==> config.mk <==
export PLATFORM = sky130hd
export DESIGN_NAME = branch_predict_judge_flat
export DESIGN_NICKNAME = d
export VERILOG_FILES = /design/src/rtl/branch_predict_judge_if.sv /design/src/rtl/branch_predict_judge.sv /design/src/flat_wrapper.sv
export SDC_FILE = /design/constraint.sdc
export NUM_CORES = 1
export LEC_CHECK = 0
export ABC_CLOCK_PERIOD_IN_PS = 3790
export CAP_MARGIN = 10
export CORE_MARGIN = 2
export CORE_UTILIZATION = 45
export CTS_CLUSTER_SIZE = 40
export DETAILED_ROUTE_END_ITERATION = 16
export GPL_ROUTABILITY_DRIVEN = 0
export PLACE_DENSITY = 0.78
export SLEW_MARGIN = 25
export SYNTH_ARGS = -nofsm -noshare
export SYNTH_HDL_FRONTEND = slang
export SYNTH_SLANG_ARGS = --single-unit
export TNS_END_PERCENT = 1
==> constraint.sdc <==
create_clock -name clk -period 3.79 [get_ports clk]
set_input_delay 0.758 -clock clk [delete_from_list [all_inputs] [get_ports clk]]
set_output_delay 0.758 -clock clk [all_outputs]
set_load 0.03 [all_outputs]
==> src/rtl/branch_predict_judge_if.sv <==
// Branch resolution / prediction bundle between the pipeline (master) and the judge (slave).
// Width parameters must match those of the attached branch_predict_judge.
interface branch_predict_judge_if #(
    parameter int PC_WIDTH  = 32,
    parameter int CNT_WIDTH = 16
);
    logic                 if_valid;
    logic [PC_WIDTH-1:0]  if_pc;
    logic                 pred_valid;
    logic                 pred_taken;
    logic                 ex_valid;
    logic [PC_WIDTH-1:0]  ex_pc;
    logic                 ex_branch;
    logic                 ex_jump;
    logic [2:0]           ex_cond;
    logic                 zero;
    logic                 positive;
    logic                 ex_pred_taken;
    logic                 out;
    logic                 mispredict;
    logic [CNT_WIDTH-1:0] branch_count;
    logic [CNT_WIDTH-1:0] mispredict_count;

    modport master (
        output if_valid, if_pc, ex_valid, ex_pc, ex_branch, ex_jump, ex_cond,
               zero, positive, ex_pred_taken,
        input  pred_valid, pred_taken, out, mispredict, branch_count, mispredict_count
    );

    modport slave (
        input  if_valid, if_pc, ex_valid, ex_pc, ex_branch, ex_jump, ex_cond,
               zero, positive, ex_pred_taken,
        output pred_valid, pred_taken, out, mispredict, branch_count, mispredict_count
    );
endinterface

==> src/rtl/branch_predict_judge.sv <==
// Resolves EX branches/jumps, keeps a PC-indexed table of 2-bit saturating counters
// for IF prediction, flags mispredictions and keeps saturating statistics.
module branch_predict_judge #(
    parameter int PC_WIDTH     = 32,
    parameter int ENTRIES      = 16,
    parameter int INDEX_LSB    = 2,
    parameter int PREDICT_MODE = 1,
    parameter int CNT_WIDTH    = 16
) (
    input  logic                   clk,
    input  logic                   rst_n,
    branch_predict_judge_if.slave  bp
);
    localparam int IDX_W   = (ENTRIES > 1) ? $clog2(ENTRIES) : 1;
    localparam bit DYNAMIC = (PREDICT_MODE != 0);

    logic [IDX_W-1:0]     if_idx;
    logic [IDX_W-1:0]     ex_idx;
    logic                 cond_res;
    logic                 resolve;
    logic                 taken;
    logic                 tbl_update;
    logic [ENTRIES-1:0]   entry_msb;

    logic                 pred_valid_q, pred_valid_d;
    logic                 pred_taken_q, pred_taken_d;
    logic                 out_q, out_d;
    logic                 mispredict_q, mispredict_d;
    logic [CNT_WIDTH-1:0] branch_cnt_q, branch_cnt_d;
    logic [CNT_WIDTH-1:0] mispredict_cnt_q, mispredict_cnt_d;

    assign if_idx = bp.if_pc[INDEX_LSB +: IDX_W];
    assign ex_idx = bp.ex_pc[INDEX_LSB +: IDX_W];

    always_comb begin
        cond_res = 1'b0;
        unique case (bp.ex_cond)
            3'b000: cond_res = bp.zero;
            3'b001: cond_res = !bp.zero;
            3'b010: cond_res = !bp.zero && !bp.positive;
            3'b011: cond_res = bp.zero || bp.positive;
            3'b100: cond_res = bp.positive;
            3'b101: cond_res = !bp.positive;
            3'b110: cond_res = 1'b1;
            3'b111: cond_res = 1'b0;
            default: cond_res = 1'b0;
        endcase
    end

    // A jump is always taken and wins over a simultaneously flagged branch.
    assign resolve    = bp.ex_valid && (bp.ex_jump || bp.ex_branch);
    assign taken      = bp.ex_jump || cond_res;
    assign tbl_update = DYNAMIC && bp.ex_valid && bp.ex_branch && !bp.ex_jump;

    // Counters live in flops so every entry can return to weakly-not-taken in one cycle.
    genvar gi;
    generate
        for (gi = 0; gi < ENTRIES; gi++) begin : g_bht
            logic [1:0] ctr_q, ctr_d;

            always_comb begin
                ctr_d = ctr_q;
                if (tbl_update && (ex_idx == IDX_W'(gi))) begin
                    if (taken && (ctr_q != 2'b11)) begin
                        ctr_d = ctr_q + 2'b01;
                    end else if (!taken && (ctr_q != 2'b00)) begin
                        ctr_d = ctr_q - 2'b01;
                    end
                end
            end

            always_ff @(posedge clk) begin
                if (!rst_n) begin
                    ctr_q <= 2'b01;
                end else begin
                    ctr_q <= ctr_d;
                end
            end

            assign entry_msb[gi] = ctr_q[1];
        end
    endgenerate

    always_comb begin
        pred_valid_d     = bp.if_valid;
        pred_taken_d     = pred_taken_q;
        out_d            = resolve && taken;
        mispredict_d     = resolve && (taken != bp.ex_pred_taken);
        branch_cnt_d     = branch_cnt_q;
        mispredict_cnt_d = mispredict_cnt_q;
        // Lookup samples the pre-update counter, so a same-cycle update is not visible yet.
        if (bp.if_valid) begin
            pred_taken_d = DYNAMIC ? entry_msb[if_idx] : 1'b0;
        end
        if (resolve && (branch_cnt_q != {CNT_WIDTH{1'b1}})) begin
            branch_cnt_d = branch_cnt_q + CNT_WIDTH'(1);
        end
        if (mispredict_d && (mispredict_cnt_q != {CNT_WIDTH{1'b1}})) begin
            mispredict_cnt_d = mispredict_cnt_q + CNT_WIDTH'(1);
        end
    end

    always_ff @(posedge clk) begin
        if (!rst_n) begin
            pred_valid_q     <= 1'b0;
            pred_taken_q     <= 1'b0;
            out_q            <= 1'b0;
            mispredict_q     <= 1'b0;
            branch_cnt_q     <= '0;
            mispredict_cnt_q <= '0;
        end else begin
            pred_valid_q     <= pred_valid_d;
            pred_taken_q     <= pred_taken_d;
            out_q            <= out_d;
            mispredict_q     <= mispredict_d;
            branch_cnt_q     <= branch_cnt_d;
            mispredict_cnt_q <= mispredict_cnt_d;
        end
    end

    assign bp.pred_valid       = pred_valid_q;
    assign bp.pred_taken       = pred_taken_q;
    assign bp.out              = out_q;
    assign bp.mispredict       = mispredict_q;
    assign bp.branch_count     = branch_cnt_q;
    assign bp.mispredict_count = mispredict_cnt_q;
endmodule

==> src/flat_wrapper.sv <==
// flat-port wrapper written by rule: the top's interface ports become plain ports
module branch_predict_judge_flat 
#(
    parameter int PC_WIDTH     = 32,
    parameter int ENTRIES      = 16,
    parameter int INDEX_LSB    = 2,
    parameter int PREDICT_MODE = 1,
    parameter int CNT_WIDTH    = 16
)
  (clk, rst_n, bp_if_valid, bp_if_pc, bp_ex_valid, bp_ex_pc, bp_ex_branch, bp_ex_jump, bp_ex_cond, bp_zero, bp_positive, bp_ex_pred_taken, bp_pred_valid, bp_pred_taken, bp_out, bp_mispredict, bp_branch_count, bp_mispredict_count);
  branch_predict_judge_if #(.PC_WIDTH(PC_WIDTH), .CNT_WIDTH(CNT_WIDTH)) bp_i ();
  input  logic clk;
  input  logic rst_n;
  input wire logic [$bits(bp_i.if_valid)-1:0] bp_if_valid;
  input wire logic [$bits(bp_i.if_pc)-1:0] bp_if_pc;
  input wire logic [$bits(bp_i.ex_valid)-1:0] bp_ex_valid;
  input wire logic [$bits(bp_i.ex_pc)-1:0] bp_ex_pc;
  input wire logic [$bits(bp_i.ex_branch)-1:0] bp_ex_branch;
  input wire logic [$bits(bp_i.ex_jump)-1:0] bp_ex_jump;
  input wire logic [$bits(bp_i.ex_cond)-1:0] bp_ex_cond;
  input wire logic [$bits(bp_i.zero)-1:0] bp_zero;
  input wire logic [$bits(bp_i.positive)-1:0] bp_positive;
  input wire logic [$bits(bp_i.ex_pred_taken)-1:0] bp_ex_pred_taken;
  output wire logic [$bits(bp_i.pred_valid)-1:0] bp_pred_valid;
  output wire logic [$bits(bp_i.pred_taken)-1:0] bp_pred_taken;
  output wire logic [$bits(bp_i.out)-1:0] bp_out;
  output wire logic [$bits(bp_i.mispredict)-1:0] bp_mispredict;
  output wire logic [$bits(bp_i.branch_count)-1:0] bp_branch_count;
  output wire logic [$bits(bp_i.mispredict_count)-1:0] bp_mispredict_count;
  assign bp_i.if_valid = bp_if_valid;
  assign bp_i.if_pc = bp_if_pc;
  assign bp_i.ex_valid = bp_ex_valid;
  assign bp_i.ex_pc = bp_ex_pc;
  assign bp_i.ex_branch = bp_ex_branch;
  assign bp_i.ex_jump = bp_ex_jump;
  assign bp_i.ex_cond = bp_ex_cond;
  assign bp_i.zero = bp_zero;
  assign bp_i.positive = bp_positive;
  assign bp_i.ex_pred_taken = bp_ex_pred_taken;
  assign bp_pred_valid = bp_i.pred_valid;
  assign bp_pred_taken = bp_i.pred_taken;
  assign bp_out = bp_i.out;
  assign bp_mispredict = bp_i.mispredict;
  assign bp_branch_count = bp_i.branch_count;
  assign bp_mispredict_count = bp_i.mispredict_count;
  branch_predict_judge #(.PC_WIDTH(PC_WIDTH), .ENTRIES(ENTRIES), .INDEX_LSB(INDEX_LSB), .PREDICT_MODE(PREDICT_MODE), .CNT_WIDTH(CNT_WIDTH)) u_core (.clk(clk), .rst_n(rst_n), .bp(bp_i));
endmodule
==> results of run 1 <==
[per-stage QoR]
step                      instance area (um2)  util (%)  power [mW]
after CTS                                4329     59.05       1.736
after global placement                   4080     55.66      0.9816
after floorplan                          3441         -      0.9184
final                                    4329     59.05       1.726
after global routing                     4329     59.05       1.795
after detailed placement                 4080     55.66      0.9934
[worst max-delay path, cell delays in order]
cell                              delay [ns]
sky130_fd_sc_hd__clkdlybuf4s50_1        0.45
sky130_fd_sc_hd__o21bai_1               0.18
sky130_fd_sc_hd__a221oi_2               0.33
sky130_fd_sc_hd__mux2_1                 0.45
sky130_fd_sc_hd__mux2i_1                0.15
sky130_fd_sc_hd__buf_4                  0.19
sky130_fd_sc_hd__or4_1                  0.46
sky130_fd_sc_hd__a21oi_1                0.17
[layout make-up]
| type | count | share of cell area, % |
|---|---|---|
| clock buffer | 10 | 3.179 |
| clock inverter | 6 | 2.572 |
| inverter | 11 | 0.9538 |
| multi-input combinational | 332 | 45.40 |
| sequential | 68 | 31.45 |
| tap | 99 | 2.861 |
| timing repair buffer | 60 | 13.58 |
[flip-flops by register name, summed over array words and instances, names as in the netlist]
signal	cells
u_core.g_bht.ctr_q	32
u_core.bp.mispredict	1
u_core.bp.branch_count	16
u_core.bp.out	1
u_core.bp.mispredict_count	16
u_core.bp.pred_taken	1
u_core.bp.pred_valid	1
[kinds of logic (layout without fill, tap and decap cells)]
group	Yosys count	in the layout	share of synthesized area (%)
AND/OR/NAND/NOR	177	177	24.29
AO/OA/AOI/OAI	121	121	21.38
flip-flops	68	68	39.56
buffers and inverters	29	87	3.418
XOR/XNOR	16	16	4.073
multiplexers	16	16	6.546
adder cells (fa/ha/maj)	2	2	0.7272
[cells in the mapped netlist (all sizes together)]
cell type | number | share of area, %
ha | 2 | 0.73
and4 | 1 | 0.25
a21o | 10 | 2.2
o31a | 1 | 0.25
or3 | 10 | 1.8
a221oi | 1 | 0.44
xnor2 | 5 | 1.3
nand2b | 3 | 0.55
a41oi | 1 | 0.25
a21boi | 1 | 0.22
nand4 | 10 | 1.8
a21oi | 33 | 4.8
o21ai | 46 | 6.7
mux2 | 2 | 0.65
and4b | 1 | 0.29
o21a | 1 | 0.22
nand3 | 18 | 2.6
and2 | 2 | 0.36
buf | 2 | 0.47
a31oi | 1 | 0.18
or4 | 2 | 0.44
mux4 | 5 | 3.3
o311a | 1 | 0.29
dfxtp | 68 | 40
clkbuf | 16 | 1.7
nor2b | 5 | 0.91
inv | 11 | 1.2
a311oi | 1 | 0.25
and3 | 6 | 1.1
o221ai | 4 | 1.0
nor3 | 7 | 1.0
o31ai | 2 | 0.44
mux2i | 9 | 2.6
o21bai | 2 | 0.44
nor4 | 3 | 0.73
xor2 | 11 | 2.8
o211ai | 7 | 1.5
o311ai | 6 | 1.5
nor3b | 3 | 0.65
nor4bb | 1 | 0.29
nand2 | 61 | 6.7
nor2 | 44 | 4.8
a22oi | 3 | 0.65
[worst paths after layout]
check / from / to / slack, ns / depth (start not counted)
hold / removal: u_core.g_bht[7].ctr_q[0]$_SDFFE_PN1P_ / u_core.g_bht[7].ctr_q[1]$_SDFFE_PN0P_ / 0.48 / 2
hold reg to reg: u_core.g_bht[7].ctr_q[0]$_SDFFE_PN1P_ / u_core.g_bht[7].ctr_q[1]$_SDFFE_PN0P_ / 0.48 / 2
setup / recovery: bp_ex_cond[2] / u_core.bp.mispredict_count[5]$_SDFFE_PN0P_ / 0.92 / 8
setup reg to reg: u_core.bp.mispredict_count[6]$_SDFFE_PN0P_ / u_core.bp.mispredict_count[0]$_SDFFE_PN0P_ / 1.67 / 7
[report_power, final]
group | leakage, nW | switching, mW | internal (mW)
clock | 0.122 | 0.293 | 0.455
combinational | 0.915 | 0.108 | 0.0886
sequential | 0.551 | 0.0345 | 0.747
total | 1.59 | 0.435 | 1.29
[layer usage]
metal  up-vias  wire, um
li1       1659         -
met1      1578      3788
met2        87      4144
met3        15       394
met4         0       154
met5         -         0
==> impl_metrics.prom, run 1 <==
# TYPE chip_impl_metric gauge
chip_impl_metric{name="groute.layer.met3.usage",unit="%"} 3.817
chip_impl_metric{name="crit_fanout",unit=""} 15
chip_impl_metric{name="fp.dieW",unit="um"} 91.44
chip_impl_metric{name="hold_ws",unit="ns"} 0.4801
chip_impl_metric{name="track_usage",unit="%"} 21.10
chip_impl_metric{name="place.port_buffers",unit=""} 55
chip_impl_metric{name="insertion_delay_to_the_later_sink_of_the_worst_skew_pair",unit="ns"} 0.34
chip_impl_metric{name="fp.dieH",unit="um"} 91.44
chip_impl_metric{name="power_leakage",unit="nW"} 1.588
chip_impl_metric{name="grt_remaining_overflow",unit=""} 0
chip_impl_info{name="worstHoldPathType",value="reg -> reg"} 1
chip_impl_info{name="crit_path_start_kind",value="primary input"} 1
chip_impl_metric{name="tightest_slew",unit="ns"} 0.7542
chip_impl_metric{name="grt_util_met1",unit="%"} 25.22
chip_impl_metric{name="yosys.cell_types.count",unit=""} 46
chip_impl_metric{name="crit_arrival",unit="ns"} 3.14
chip_impl_metric{name="layout_cell_share_with_drive_strength_beyond_1",unit="%"} 6.160
chip_impl_metric{name="synth_area",unit="um2"} 3441
chip_impl_metric{name="report.final.slew_viol_count",unit=""} 0
chip_impl_metric{name="yosys_register_bits",unit=""} 68
chip_impl_metric{name="antenna_cells_inserted",unit=""} 0
chip_impl_metric{name="layout_overhead_on_the_synthesized_area",unit="%"} 25.82
chip_impl_metric{name="wl_per_cell",unit="um"} 14.47
chip_impl_metric{name="routed-via-count",unit=""} 3339
chip_impl_metric{name="detailedRoute.firstIterationViolations",unit=""} 110
chip_impl_metric{name="grt_pass1_wl",unit="mm"} 14.44
chip_impl_info{name="setup_repair_after_global_routing_missed_its_margin",value="no"} 1
chip_impl_metric{name="syn_area_per_cell",unit="um2"} 8.021
chip_impl_info{name="cts_tree",value="built"} 1
chip_impl_metric{name="ports",unit=""} 112
chip_impl_metric{name="largest_net_degree_at_the_start_of_global_routing",unit=""} 41
chip_impl_metric{name="cts_hold_buffers",unit=""} 0
chip_impl_metric{name="clkTransAtPathRegs",unit="ns"} 0.07
chip_impl_metric{name="max-vdd-ir-drop",unit="V"} 0.0002075
chip_impl_info{name="mostFrequentLayoutCell",value="sky130_fd_sc_hd__dfxtp_1"} 1
chip_impl_metric{name="multi_input_area",unit="um2"} 1966
chip_impl_info{name="commonest_non_fill_non_tap_cells_in_the_layout",value="68 x sky130_fd_sc_hd__dfxtp_1, 61 x sky130_fd_sc_hd__nand2_1, 55 x sky130_fd_sc_hd__clkdlybuf4s50_1"} 1
chip_impl_metric{name="drv.max_cap_violation_count",unit=""} 0
chip_impl_metric{name="drc_errors",unit=""} 0
chip_impl_metric{name="cts.sinks",unit=""} 68
chip_impl_metric{name="dp.final_hpwl",unit="mm"} 5.884
chip_impl_metric{name="post-place-ws",unit="ns"} 0.5587
chip_impl_metric{name="gr-usage-met2",unit="%"} 36.58
chip_impl_info{name="critical_setup_path_class",value="in -> reg"} 1
chip_impl_info{name="worstSetupEndpointType",value="flop"} 1
chip_impl_metric{name="regArea",unit="um2"} 1361
chip_impl_metric{name="floorplan.rows",unit=""} 31
chip_impl_metric{name="grt_antenna_before_repair",unit=""} 0
chip_impl_metric{name="synth-seq-area-share",unit="%"} 39.56
chip_impl_metric{name="timing.final.hold_violations",unit=""} 0
chip_impl_metric{name="drt_pre_antenna_iters",unit=""} 5
chip_impl_metric{name="yosys_warnings",unit=""} 0
chip_impl_metric{name="number_of_fillers_in_the_final_layout",unit=""} 647
chip_impl_metric{name="setup_slack",unit="ns"} 0.9183
chip_impl_metric{name="synthesis.nets",unit=""} 507
chip_impl_metric{name="first_global_vias",unit=""} 3228
chip_impl_metric{name="final.min_clock_period",unit="ns"} 2.872
chip_impl_metric{name="drt-total-wl",unit="mm"} 8.482
chip_impl_metric{name="design.final.nets",unit=""} 560
chip_impl_metric{name="final-instance-count-excl-fill",unit=""} 586
chip_impl_info{name="globalRoute.busiestLayer",value="met2"} 1
chip_impl_metric{name="slew-limit-headroom",unit="%"} 49.66
chip_impl_metric{name="timing.critical_path.required",unit="ns"} 4.06
chip_impl_metric{name="number_of_standard_cells_after_synthesis",unit=""} 429
chip_impl_metric{name="setup_viol_count_final",unit=""} 0
chip_impl_info{name="run_status",value="finished, final reports clean"} 1
chip_impl_info{name="library_cell_used_as_clock_root_buffer",value="sky130_fd_sc_hd__clkbuf_8"} 1
chip_impl_metric{name="route.detailed.vias_per_inst",unit=""} 5.698
chip_impl_metric{name="clock.fmax",unit="MHz"} 348.2
chip_impl_metric{name="cts_resized",unit=""} 0
chip_impl_metric{name="layout_worst_path_cycle_share",unit="%"} 75.77
chip_impl_metric{name="post_cts_buffers",unit=""} 0
chip_impl_metric{name="postRouteAntennaNets",unit=""} 0
chip_impl_metric{name="start_util",unit="%"} 46.94
chip_impl_metric{name="p_per_area",unit="nW/um2"} 398.7
chip_impl_metric{name="setup_tns",unit="ns"} 0
chip_impl_metric{name="fp.coreArea",unit="um2"} 7331
chip_impl_metric{name="cts-htree-levels",unit=""} 3
chip_impl_metric{name="dieArea",unit="um2"} 8361
chip_impl_metric{name="max-clock-path-buffers",unit=""} 2
chip_impl_metric{name="numCtsBuffers",unit=""} 9
chip_impl_metric{name="placed_cells_incl_taps",unit=""} 570
chip_impl_metric{name="finalClockSkew",unit="ns"} 0.007975
(Power assumes the default switching activity.)
==> run 2: changes to the inputs <==
--- a/config.mk
+++ b/config.mk
@@ -5,7 +5,7 @@
 export SDC_FILE = /design/constraint.sdc
 export NUM_CORES = 1
 export LEC_CHECK = 0
-export ABC_CLOCK_PERIOD_IN_PS = 3790
+export ABC_CLOCK_PERIOD_IN_PS = 2700
 export CAP_MARGIN = 10
 export CORE_MARGIN = 2
 export CORE_UTILIZATION = 45
==> constraint.sdc (replaced) <==
create_clock -name clk -period 2.7 [get_ports clk]
set_input_delay 0.54 -clock clk [delete_from_list [all_inputs] [get_ports clk]]
set_output_delay 0.54 -clock clk [all_outputs]
set_load 0.03 [all_outputs]
==> impl_metrics.prom, run 2 (synthesis results as in run 1) <==
# TYPE chip_impl_metric gauge
chip_impl_metric{name="drt_pre_antenna_iters",unit=""} 5
chip_impl_metric{name="grt_antenna_before_repair",unit=""} 0
chip_impl_metric{name="antenna_cells_inserted",unit=""} 0
chip_impl_metric{name="clock.fmax",unit="MHz"} 387.9
chip_impl_metric{name="timing.final.hold_violations",unit=""} 0
chip_impl_metric{name="grt_pass1_wl",unit="mm"} 14.59
chip_impl_metric{name="fp.coreArea",unit="um2"} 7331
chip_impl_metric{name="clkTransAtPathRegs",unit="ns"} 0.08
chip_impl_metric{name="routed-via-count",unit=""} 3441
chip_impl_info{name="top_register",value="u_core.g_bht.ctr_q"} 1
chip_impl_metric{name="crit_arrival",unit="ns"} 2.87
chip_impl_info{name="critical_setup_path_class",value="in -> reg"} 1
chip_impl_metric{name="dieArea",unit="um2"} 8361
chip_impl_info{name="setup_repair_after_global_routing_missed_its_margin",value="no"} 1
chip_impl_metric{name="final.min_clock_period",unit="ns"} 2.578
chip_impl_metric{name="ports",unit=""} 112
chip_impl_metric{name="setup_viol_count_final",unit=""} 0
chip_impl_info{name="run_status",value="finished, final reports clean"} 1
chip_impl_metric{name="cts-htree-levels",unit=""} 3
chip_impl_metric{name="start_util",unit="%"} 46.94
chip_impl_metric{name="insertion_delay_to_the_later_sink_of_the_worst_skew_pair",unit="ns"} 0.35
chip_impl_metric{name="tightest_slew",unit="ns"} 0.5026
chip_impl_metric{name="dp.final_hpwl",unit="mm"} 6.028
chip_impl_metric{name="worst_case_register_to_register_setup_slack",unit="ns"} 0.44
chip_impl_metric{name="power_leakage",unit="nW"} 1.643
chip_impl_metric{name="drc_errors",unit=""} 0
chip_impl_metric{name="cts_hold_buffers",unit=""} 0
chip_impl_metric{name="setup_tns",unit="ns"} 0
chip_impl_metric{name="place.port_buffers",unit=""} 55
chip_impl_info{name="path_cells",value="clkdlybuf4s50_1 > o21bai_1 > a221oi_2 > mux2_1 > mux2i_1 > buf_4 > or4_1 > a21oi_1"} 1
chip_impl_info{name="worstSetupEndpointType",value="flop"} 1
chip_impl_metric{name="layout_worst_path_cycle_share",unit="%"} 95.49
chip_impl_metric{name="fp.dieH",unit="um"} 91.44
chip_impl_metric{name="wl_per_cell",unit="um"} 14.18
chip_impl_metric{name="numCtsBuffers",unit=""} 9
chip_impl_metric{name="crit_buf_inv",unit=""} 2
chip_impl_metric{name="largest_register_ff_count",unit=""} 32
chip_impl_info{name="kind_of_cell_adding_the_most_delay_to_the_critical_path",value="multiplexers"} 1
chip_impl_metric{name="hold_ws",unit="ns"} 0.4769
chip_impl_metric{name="report.final.slew_viol_count",unit=""} 0
chip_impl_metric{name="crit_fanout",unit=""} 12
chip_impl_metric{name="cts_resized",unit=""} 0
chip_impl_metric{name="max-vdd-ir-drop",unit="V"} 0.0002373
chip_impl_metric{name="p_per_area",unit="nW/um2"} 510.2
chip_impl_metric{name="largest_net_degree_at_the_start_of_global_routing",unit=""} 35
chip_impl_metric{name="placed_cells_incl_taps",unit=""} 586
chip_impl_metric{name="fp.dieW",unit="um"} 91.44
chip_impl_info{name="worstHoldPathType",value="reg -> reg"} 1
chip_impl_info{name="crit_path_start_kind",value="primary input"} 1
chip_impl_metric{name="design.final.nets",unit=""} 576
chip_impl_metric{name="drv.max_cap_violation_count",unit=""} 0
chip_impl_metric{name="post_cts_buffers",unit=""} 0
chip_impl_metric{name="finalClockSkew",unit="ns"} 0.008805
chip_impl_metric{name="timing.critical_path.required",unit="ns"} 2.99
chip_impl_metric{name="floorplan.rows",unit=""} 31
chip_impl_info{name="crit_path_top_delay_cell",value="sky130_fd_sc_hd__mux2_1"} 1
chip_impl_metric{name="postRouteAntennaNets",unit=""} 0
chip_impl_metric{name="track_usage",unit="%"} 21.08
chip_impl_metric{name="route.detailed.vias_per_inst",unit=""} 5.716
chip_impl_metric{name="cts.sinks",unit=""} 68
chip_impl_info{name="mostFrequentLayoutCell",value="sky130_fd_sc_hd__dfxtp_1"} 1
chip_impl_metric{name="grt_remaining_overflow",unit=""} 0
chip_impl_metric{name="layout_overhead_on_the_synthesized_area",unit="%"} 28.22
chip_impl_info{name="cts_tree",value="built"} 1
chip_impl_metric{name="first_global_vias",unit=""} 3287
chip_impl_metric{name="drt-total-wl",unit="mm"} 8.534
chip_impl_metric{name="max_stage_delay",unit="ns"} 0.47
chip_impl_metric{name="max-clock-path-buffers",unit=""} 2
chip_impl_metric{name="layout_cell_share_with_drive_strength_beyond_1",unit="%"} 9.145
chip_impl_metric{name="detailedRoute.firstIterationViolations",unit=""} 178
chip_impl_metric{name="final-instance-count-excl-fill",unit=""} 602
chip_impl_metric{name="slew-limit-headroom",unit="%"} 65.54
chip_impl_info{name="library_cell_used_as_clock_root_buffer",value="sky130_fd_sc_hd__clkbuf_8"} 1
chip_impl_info{name="commonest_non_fill_non_tap_cells_in_the_layout",value="68 x sky130_fd_sc_hd__dfxtp_1, 61 x sky130_fd_sc_hd__nand2_1, 55 x sky130_fd_sc_hd__clkdlybuf4s50_1"} 1
chip_impl_metric{name="power.total",unit="mW"} 2.251
## run 2: routing by layer
metal | vias up | share of wire, % | track usage [%]
met5 | - | 0 | 0
met4 | 0 | 1.5 | 8.712
met3 | 14 | 4.1 | 3.485
met2 | 90 | 50 | 36.46
met1 | 1643 | 45 | 25.85
li1 | 1694 | - | -
## run 2: stage by stage
step	cell area [um2]	utilization, %	worst slack (ns)
3_3_place_gp	4213	57.47	-0.1599
2_1_floorplan	3441	-	0.4275
5_1_grt	4412	60.18	0.05639
6_report	4412	60.18	0.1218
3_5_place_dp	4213	57.47	-0.2357
4_1_cts	4412	60.18	0.1249
## run 2: worst min-delay path, stage by stage (launching register included)
cell and delay [ns]:
sky130_fd_sc_hd__dfxtp_1 0.32, sky130_fd_sc_hd__nand2_1 0.05, sky130_fd_sc_hd__o21ai_0 0.06
## run 2: where the power goes
part | switching [mW] | total [mW] | internal, mW
registers | 0.0477 | 1.10 | 1.05
clock network | 0.430 | 0.859 | 0.429
logic | 0.156 | 0.295 | 0.139
total | 0.634 | 2.25 | 1.62
## run 2: final timing paths
check,from,end,cells past startpoint
max,bp_ex_cond[2],u_core.bp.mispredict_count[5]$_SDFFE_PN0P_,8
min,u_core.g_bht[6].ctr_q[0]$_SDFFE_PN1P_,u_core.g_bht[6].ctr_q[1]$_SDFFE_PN0P_,2
max reg2reg,u_core.bp.mispredict_count[6]$_SDFFE_PN0P_,u_core.bp.mispredict_count[0]$_SDFFE_PN0P_,8
min reg2reg,u_core.g_bht[6].ctr_q[0]$_SDFFE_PN1P_,u_core.g_bht[6].ctr_q[1]$_SDFFE_PN0P_,2
## run 2: final cells by class
| class | instances | area, um2 |
|---|---|---|
| inverter | 11 | 41.29 |
| clock inverter | 7 | 75.07 |
| clock buffer | 9 | 123.9 |
| multi-input combinational | 332 | 1966 |
| sequential | 68 | 1361 |
| tap | 99 | 123.9 |
| timing repair buffer | 76 | 720.7 |
| fill | 631 | 2919 |
==> run 3: changes to the inputs <==
--- a/config.mk
+++ b/config.mk
@@ -12,7 +12,7 @@
 export CTS_CLUSTER_SIZE = 40
 export DETAILED_ROUTE_END_ITERATION = 16
 export GPL_ROUTABILITY_DRIVEN = 0
-export PLACE_DENSITY = 0.78
+export PLACE_DENSITY = 0.86
 export SLEW_MARGIN = 25
 export SYNTH_ARGS = -nofsm -noshare
 export SYNTH_HDL_FRONTEND = slang
==> impl_metrics.prom, run 3 (synthesis results as in run 1) <==
# TYPE chip_impl_metric gauge
chip_impl_metric{name="power_frac_clock",unit="%"} 38.2
chip_impl_metric{name="design.final.nets",unit=""} 573
chip_impl_metric{name="fp.dieW",unit="um"} 91.44
chip_impl_metric{name="grt_antenna_before_repair",unit=""} 0
chip_impl_metric{name="wl_per_cell",unit="um"} 14.13
chip_impl_metric{name="grt_remaining_overflow",unit=""} 0
chip_impl_metric{name="crit_fanout",unit=""} 12
chip_impl_metric{name="cts-htree-levels",unit=""} 3
chip_impl_metric{name="layout_overhead_on_the_synthesized_area",unit="%"} 27.93
chip_impl_metric{name="cts_hold_buffers",unit=""} 0
chip_impl_metric{name="setup_viol_count_final",unit=""} 0
chip_impl_metric{name="power_switching",unit="mW"} 0.6291
chip_impl_metric{name="worstHoldPathCells",unit=""} 2
chip_impl_metric{name="report.final.slew_viol_count",unit=""} 0
chip_impl_info{name="timing.hold.worst.start",value="u_core.g_bht[10].ctr_q[0]$_SDFFE_PN1P_"} 1
chip_impl_metric{name="grt_pass1_wl",unit="mm"} 14.44
chip_impl_info{name="mostFrequentLayoutCell",value="sky130_fd_sc_hd__dfxtp_1"} 1
chip_impl_metric{name="tightest_slew",unit="ns"} 0.5125
chip_impl_metric{name="layout_worst_path_cycle_share",unit="%"} 92.76
chip_impl_info{name="timing.critical_path.from",value="bp_ex_cond[2]"} 1
chip_impl_metric{name="setup_tns",unit="ns"} 0
chip_impl_metric{name="floorplan.rows",unit=""} 31
chip_impl_metric{name="power_leakage",unit="nW"} 1.633
chip_impl_metric{name="first_global_vias",unit=""} 3191
chip_impl_metric{name="power.total",unit="mW"} 2.248
chip_impl_metric{name="timing.critical_path.required",unit="ns"} 2.99
chip_impl_metric{name="final.min_clock_period",unit="ns"} 2.505
chip_impl_metric{name="number_of_fillers_in_the_final_layout",unit=""} 630
chip_impl_metric{name="place.port_buffers",unit=""} 55
chip_impl_info{name="worstHoldPathType",value="reg -> reg"} 1
chip_impl_metric{name="largest_net_degree_at_the_start_of_global_routing",unit=""} 35
chip_impl_metric{name="route.detailed.vias_per_inst",unit=""} 5.663
chip_impl_metric{name="detailedRoute.firstIterationViolations",unit=""} 194
chip_impl_metric{name="clock.fmax",unit="MHz"} 399.3
chip_impl_metric{name="setup_slack",unit="ns"} 0.1954
chip_impl_metric{name="crit_arrival",unit="ns"} 2.79
chip_impl_info{name="commonest_non_fill_non_tap_cells_in_the_layout",value="68 x sky130_fd_sc_hd__dfxtp_1, 61 x sky130_fd_sc_hd__nand2_1, 55 x sky130_fd_sc_hd__clkdlybuf4s50_1"} 1
chip_impl_metric{name="postRouteAntennaNets",unit=""} 0
chip_impl_metric{name="drt_pre_antenna_iters",unit=""} 5
chip_impl_metric{name="track_usage",unit="%"} 21.08
chip_impl_metric{name="start_util",unit="%"} 46.94
chip_impl_metric{name="antenna_cells_inserted",unit=""} 0
chip_impl_metric{name="final_core_utilization",unit="%"} 60.04
chip_impl_metric{name="routed-via-count",unit=""} 3392
chip_impl_metric{name="netSwitchingFraction",unit="%"} 27.99
chip_impl_metric{name="cts.sinks",unit=""} 68
chip_impl_metric{name="dieArea",unit="um2"} 8361
chip_impl_metric{name="max-vdd-ir-drop",unit="V"} 0.0003904
chip_impl_metric{name="drc_errors",unit=""} 0
chip_impl_info{name="run_status",value="finished, final reports clean"} 1
chip_impl_metric{name="timing.final.hold_violations",unit=""} 0
chip_impl_metric{name="fp.coreArea",unit="um2"} 7331
chip_impl_info{name="cts_tree",value="built"} 1
chip_impl_metric{name="intPower",unit="mW"} 1.619
chip_impl_metric{name="fp.dieH",unit="um"} 91.44
chip_impl_metric{name="slew-limit-headroom",unit="%"} 65.57
chip_impl_metric{name="power.share.sequential",unit="%"} 48.8
chip_impl_metric{name="largest_register_ff_count",unit=""} 32
chip_impl_metric{name="post-place-ws",unit="ns"} -0.1652
chip_impl_metric{name="clkTransAtPathRegs",unit="ns"} 0.08
chip_impl_metric{name="numCtsBuffers",unit=""} 9
chip_impl_info{name="setup_repair_after_global_routing_missed_its_margin",value="no"} 1
chip_impl_info{name="worstSetupEndpointType",value="flop"} 1
chip_impl_metric{name="finalClockSkew",unit="ns"} 0.009958
chip_impl_metric{name="reg2reg_depth",unit=""} 8
chip_impl_info{name="library_cell_used_as_clock_root_buffer",value="sky130_fd_sc_hd__clkbuf_8"} 1
chip_impl_metric{name="layout_cell_share_with_drive_strength_beyond_1",unit="%"} 8.600
chip_impl_metric{name="cts_resized",unit=""} 0
chip_impl_metric{name="dp.final_hpwl",unit="mm"} 5.941
chip_impl_metric{name="max-clock-path-buffers",unit=""} 2
chip_impl_info{name="top_register",value="u_core.g_bht.ctr_q"} 1
chip_impl_metric{name="p_per_area",unit="nW/um2"} 510.7
chip_impl_info{name="critical_path.reg2reg.startpoint",value="u_core.bp.mispredict_count[6]$_SDFFE_PN0P_"} 1
chip_impl_info{name="critical_setup_path_class",value="in -> reg"} 1
chip_impl_metric{name="insertion_delay_to_the_later_sink_of_the_worst_skew_pair",unit="ns"} 0.35
chip_impl_metric{name="post_cts_buffers",unit=""} 0
chip_impl_metric{name="drt-total-wl",unit="mm"} 8.465
chip_impl_metric{name="ports",unit=""} 112
chip_impl_info{name="crit_path_start_kind",value="primary input"} 1
chip_impl_metric{name="drv.max_cap_violation_count",unit=""} 0
chip_impl_metric{name="power.combinational.fraction",unit="%"} 13.0
run 3: cell count changes in the layout (fill, tap and decap cells not counted), sizes merged:
cell	change
buf	-3
clkinv	-1
inv	+1
run 3: per-layer routing:
metal	GRT usage [%]	vias to the layer above	wire, um
li1	-	1679	-
met1	24.40	1630	3609
met2	37.75	76	4394
met3	5.726	7	393
met4	6.187	0	66
met5	0	-	0
run 3: worst max-delay path, stage by stage:
cell and delay (ns):
sky130_fd_sc_hd__clkdlybuf4s50_1 0.43, sky130_fd_sc_hd__o21bai_1 0.18, sky130_fd_sc_hd__a221oi_2 0.26, sky130_fd_sc_hd__mux2_1 0.44, sky130_fd_sc_hd__mux2i_1 0.16, sky130_fd_sc_hd__buf_4 0.18, sky130_fd_sc_hd__or4_1 0.46, sky130_fd_sc_hd__a21oi_1 0.14
run 3: worst paths after layout:
| kind | to | slack, ns |
|---|---|---|
| setup / recovery | u_core.bp.mispredict_count[5]$_SDFFE_PN0P_ | 0.20 |
| hold / removal | u_core.g_bht[10].ctr_q[1]$_SDFFE_PN0P_ | 0.48 |
| setup reg to reg | u_core.bp.mispredict_count[0]$_SDFFE_PN0P_ | 0.56 |
| hold reg to reg | u_core.g_bht[10].ctr_q[1]$_SDFFE_PN0P_ | 0.48 |
run 3: area by class of cell:
type                    count  area (um2)  area share [%]
inverters                  11       41.29          0.9380
clock inverters             7       75.07           1.706
well taps                  99       123.9           2.814
repair buffers             73       710.7           16.15
multi-input cells         332        1966           44.66
clock buffers               9       123.9           2.814
flip-flops and latches     68        1361           30.93
run 3: power by group through the flow:
stage               clock, mW  combinational [mW]  sequential (mW)
floorplan                   0               0.169             1.12
global placement            0               0.280             1.11
detailed placement          0               0.291             1.12
CTS                     0.874               0.293             1.09
global route            0.924               0.321             1.10
finish                  0.859               0.292             1.10
run 3: metrics by stage:
step	instances	hold slack, ns	cell area (um2)
2_1_floorplan	429	0.4495	3441
3_3_place_gp	583	0.4581	4203
3_5_place_dp	583	0.4758	4203
4_1_cts	599	0.4867	4402
5_1_grt	599	0.5110	4402
6_report	599	0.4807	4402
